--- config.mk ---
export PLATFORM = sky130hd
export DESIGN_NAME = stopwatch_counter
export DESIGN_NICKNAME = d
export VERILOG_FILES = /design/src/rtl/stopwatch_counter.sv
export SDC_FILE = /design/constraint.sdc
export NUM_CORES = 1
export LEC_CHECK = 0
export ABC_AREA = 1
export BUFFER_PORTS_ARGS = -buffer_cell sky130_fd_sc_hd__buf_4
export CORE_ASPECT_RATIO = 1.4
export CORE_UTILIZATION = 30
export DETAILED_ROUTE_END_ITERATION = 10
export RECOVER_POWER = 100
export SYNTH_ARGS = -nofsm -noshare
export SYNTH_HDL_FRONTEND = slang
export SYNTH_SLANG_ARGS = --single-unit
--- constraint.sdc ---
create_clock -name clk -period 4.95 [get_ports clk]
set_clock_uncertainty 0.1 [all_clocks]
set_input_delay 0.495 -clock clk [delete_from_list [all_inputs] [get_ports clk]]
set_output_delay 0.495 -clock clk [all_outputs]
set_load 0.02 [all_outputs]
--- src/rtl/stopwatch_counter.sv ---
// Four-digit BCD up/down time counter (00.00 .. 99.99) paced by a clock prescaler.
// Saturates at either end; at_limit is a live decode of count against the current direction.
module stopwatch_counter #(
  parameter int unsigned TICK_DIV   = 1_000_000,
  parameter int unsigned PRESCALE_W = 20
) (
  input  logic        clk,
  input  logic        reset,
  input  logic        enable,
  input  logic        addsub,
  input  logic        load_preset,
  input  logic [1:0]  mode,
  input  logic [7:0]  preset_bcd,
  output logic [15:0] count,
  output logic        tick,
  output logic        at_limit
);

  localparam logic [PRESCALE_W-1:0] PRESCALE_LAST = PRESCALE_W'(TICK_DIV - 1);

  logic [PRESCALE_W-1:0] prescale;
  logic                  wrap;
  logic [15:0]           preset_val;
  logic [15:0]           start_val;

  function automatic logic [3:0] clamp9(input logic [3:0] n);
    return (n > 4'd9) ? 4'd9 : n;
  endfunction

  // One BCD increment/decrement with ripple carry/borrow; saturation is handled by the caller.
  function automatic logic [15:0] bcd_step(input logic [15:0] v, input logic up);
    logic [15:0] r;
    logic        rip;
    r   = v;
    rip = 1'b1;
    for (int i = 0; i < 4; i++) begin
      if (rip) begin
        if (up) begin
          if (v[4*i +: 4] >= 4'd9) begin
            r[4*i +: 4] = 4'd0;
          end else begin
            r[4*i +: 4] = v[4*i +: 4] + 4'd1;
            rip = 1'b0;
          end
        end else begin
          if (v[4*i +: 4] == 4'd0) begin
            r[4*i +: 4] = 4'd9;
          end else begin
            r[4*i +: 4] = v[4*i +: 4] - 4'd1;
            rip = 1'b0;
          end
        end
      end
    end
    return r;
  endfunction

  assign wrap       = (prescale == PRESCALE_LAST);
  assign preset_val = {clamp9(preset_bcd[7:4]), clamp9(preset_bcd[3:0]), 8'h00};
  assign at_limit   = addsub ? (count == 16'h9999) : (count == 16'h0000);

  always_comb begin
    start_val = 16'h0000;
    case (mode)
      2'b00:   start_val = 16'h0000;
      2'b10:   start_val = 16'h9999;
      default: start_val = preset_val;
    endcase
  end

  always_ff @(posedge clk) begin
    if (!reset) begin
      count    <= 16'h0000;
      prescale <= '0;
      tick     <= 1'b0;
    end else if (load_preset) begin
      count    <= start_val;
      prescale <= '0;
      tick     <= 1'b0;
    end else if (enable) begin
      tick <= wrap;
      if (wrap) begin
        prescale <= '0;
        if (!at_limit) count <= bcd_step(count, addsub);
      end else begin
        prescale <= prescale + 1'b1;
      end
    end else begin
      tick <= 1'b0;
    end
  end

endmodule

==> implementation parameters <==
Parameter                              Value

Finish
  Area overhead of the layout relative to synthesis    13.6%
  Count of fill cells added during filler insertion    1030
  Final #Nets    502
  Antenna fix cells    0
  Fraction of layout cells with a size suffix above 1    8.65%

Hold path
  Type of the most critical hold path    flip-flop to flip-flop
  Cell depth of the worst min-delay path    2

Placement
  Final HPWL from detailed placement    5530 um
  Weighted congestion reported at the end of routability-driven placement    0.853
  Port Buf Inserts    32
  Worst slack, placed    2.47 ns

Power and ir drop
  Clock share of power    38.5%
  Pleak    1.37 nW
  VDD IR-drop max    122 uV
  Power Total    0.000840 W
  Combinational fraction of design power    22.3%
  Switching part of the total    31.5%
  Sequential share of power    39.2%
  Total power per unit cell area    268 nW/um2
  Internal cell power    0.000575 W
  Net Switching    0.000265 W

Synth
  Post-synthesis net count    471
  Avg Inst Size Synth    6.24 um2
  FFs w/ async S/R, synth    0%
  Cell with the most instances after synthesis    nand2_1
  Most numerous cell types in the synthesized netlist    nand2_1, nor2_1, inv_1, nand3_1, dfxtp_1
  Compound-Gate Fraction of Synth Area    11.5%
  Post-synth design cell area    2760 um2
  Post-synthesis cell type count    34
  Simple-gate share of the synthesized area    41.4%
  Sequential cell area fraction in the yosys report    26.9%
  Synth Warn #    0
  Library cell occupying the most area in the post-synthesis netlist    dfxtp_1
  Area contributors post-synth    dfxtp_1, nand2_1, nor2_1
  Post-synthesis mux area share    0%
  Area share of the largest cell type after synthesis    26.9%
  Count of flip-flops with a built-in enable after synthesis    0
  Synthesized-area fraction occupied by adder cells    6.35%
  Xor and xnor fraction of the mapped netlist area    4.13%
  #FFs+latches synth    37
  Number of instances in the synthesized netlist    442
  Largest family of logic cells by synthesized area    simple AND/OR/NAND/NOR gates
  Top_reg_cell synth    dfxtp_1

Global route
  Largest net degree at the start of global routing    24
  Vias in the first global route    2707
  Residual overflow from global routing    0
  Wire length of the first global-routing pass    11800 um
  Global-route usage over all layers    15.1%
  Initial antenna violation count    0

Floorplan
  Initial core utilization    30.7%
  Die span in x    83.0 um
  Placement Rows    41
  Die Outline Area    9580 um2
  Die height    115 um
  Number of ports placed on the die boundary    33
  Area of the core region    8980 um2

Worst setup path
  Crit path buf inv count    2
  Peak fanout along the critical path    7
  Nature of the critical path endpoint    output pin
  Slowest stage cell on the critical path    dfxtp_1
  Classification of the worst setup path    flip-flop to output pin
  Most prevalent standard cell on the critical path    nand2_1
  CP Data Required Time    4.36 ns
  Worst path max stage delay    0.38 ns
  Cell family contributing the most delay on the critical path    simple AND/OR/NAND/NOR gates
  Count of cell instances traversed by the critical path    7
  Element type at the critical path start    flip-flop
  Arr. time, crit path    1.74 ns
  Worst-path cell chain    inv_1 > ha_1 > nand2_1 > nor2_1 > nand3_1 > nand2_1 > clkbuf_1
  R2R depth    12

Clocking
  Clock buffer count from CTS    5
  Maximum level of the CTS H-tree    2
  Clock insertion delay at the later pin of the skew report    0.28 ns
  Clock sink total    37
  # Post-CTS Setup Buffers    0
  Clock Tree Root    clkbuf_16
  Post-cts gate resize count    0
  Hold buffer count at cts    0
  Clock transition at path regs    0.06 ns
  TritonCTS clock tree    built
  CTS max path bufs    2

Timing
  Unrepaired setup endpoints after global routing    no
  Maximum clock frequency    429 MHz
  Slew at the pin closest to its max-slew limit    0.650 ns
  Fin. Hold Viols    0
  Total of endpoints with negative setup slack in the final report    0
  Final Cycle Share    47.1%
  Aggregate negative setup slack    0 ns
  Min Clock Period, post-route    2.33 ns
  Number of max-slew violations in the final report    0
  Setup WS post-layout    2.62 ns
  Relative slew slack    56.6%

Detailed routing
  Routed vias    2834
  Drt first pass iters    4
  Count of antenna-violating nets left after detailed routing    0
  Mean routed wirelength per cell    12.0 um
  DRC violations left    0
  Detailed-route vias per instance    4.88
  Starting DRC count in detailed routing    103
  Post-detailed-routing wire length    6980 um

Job
  Maxcap violations    0

Status
  Run status    finished, final reports clean
==> per-stage QoR <==
step	hold slack, ns	util [%]	std cells	cell area [um2]
floorplan	0.361	-	442	2760
global placement	0.392	34.4	573	3080
detailed placement	0.398	34.4	573	3080
CTS	0.408	36.1	581	3240
global route	0.438	34.9	581	3130
finish	0.402	34.9	581	3130
==> registers in the layout, summed over array words and instances (netlist names) <==
register	count
count	16
tick	1
prescale	20
==> tightest hold or removal path, stage by stage (launching register included) <==
cell and delay, ns:
dfxtp_1 0.33, nand2_1 0.07, a21oi_1 0.05
==> worst paths after layout <==
path                             startpoint     endpoint  slack, ns
worst max-delay path               count[0]     at_limit       2.62
worst min-delay path            prescale[0]  prescale[0]       0.40
worst max register to register     count[0]    count[10]       2.64
worst min register to register  prescale[0]  prescale[0]       0.40
==> cell type report <==
class | count | area (um2) | area share, %
repair buffers | 32 | 169 | 5.39
multi-input cells | 338 | 1710 | 54.7
flip-flops and latches | 37 | 741 | 23.7
clock inverters | 2 | 13.8 | 0.439
inverters | 59 | 221 | 7.07
well taps | 107 | 134 | 4.27
clock buffers | 6 | 139 | 4.43
==> metal layers <==
metal / wire [um] / share of wire [%] / track usage [%]
met1: 2920 / 42 / 15.6
met3: 243 / 3.5 / 2.99
met4: 78 / 1.1 / 5.29
met2: 3740 / 54 / 30.0
met5: 0 / 0 / 0
==> placed cells by master (no fill, tap or decap), drive strengths merged, types with 3 or more instances in the layout <==
cell type,Yosys,routed
a21oi,19,19
buf,5,13
clkbuf,3,25
clkinv,1,4
dfxtp,37,37
ha,14,14
inv,58,57
nand2,106,106
nand3,49,49
nand4,4,4
nor2,81,81
nor3,11,11
o211ai,6,6
o21ai,26,26
o22ai,3,3
xnor2,4,4
xor2,9,9
==> cells by family after synthesis <==
group | count (synthesis)
fa+ha+maj | 14
compound gates | 57
simple gates | 254
flops | 37
buf+inv | 67
xor+xnor | 13
==> power groups by stage <==
stage / Sequential [W] / Combinational, W / Clock [W]
finish: 0.000329 / 0.000187 / 0.000323
global placement: 0.000336 / 0.000199 / 0
detailed placement: 0.000336 / 0.000200 / 0
global route: 0.000331 / 0.000214 / 0.000343
floorplan: 0.000343 / 0.000132 / 0
CTS: 0.000329 / 0.000201 / 0.000333
(Power assumes the default switching activity.)
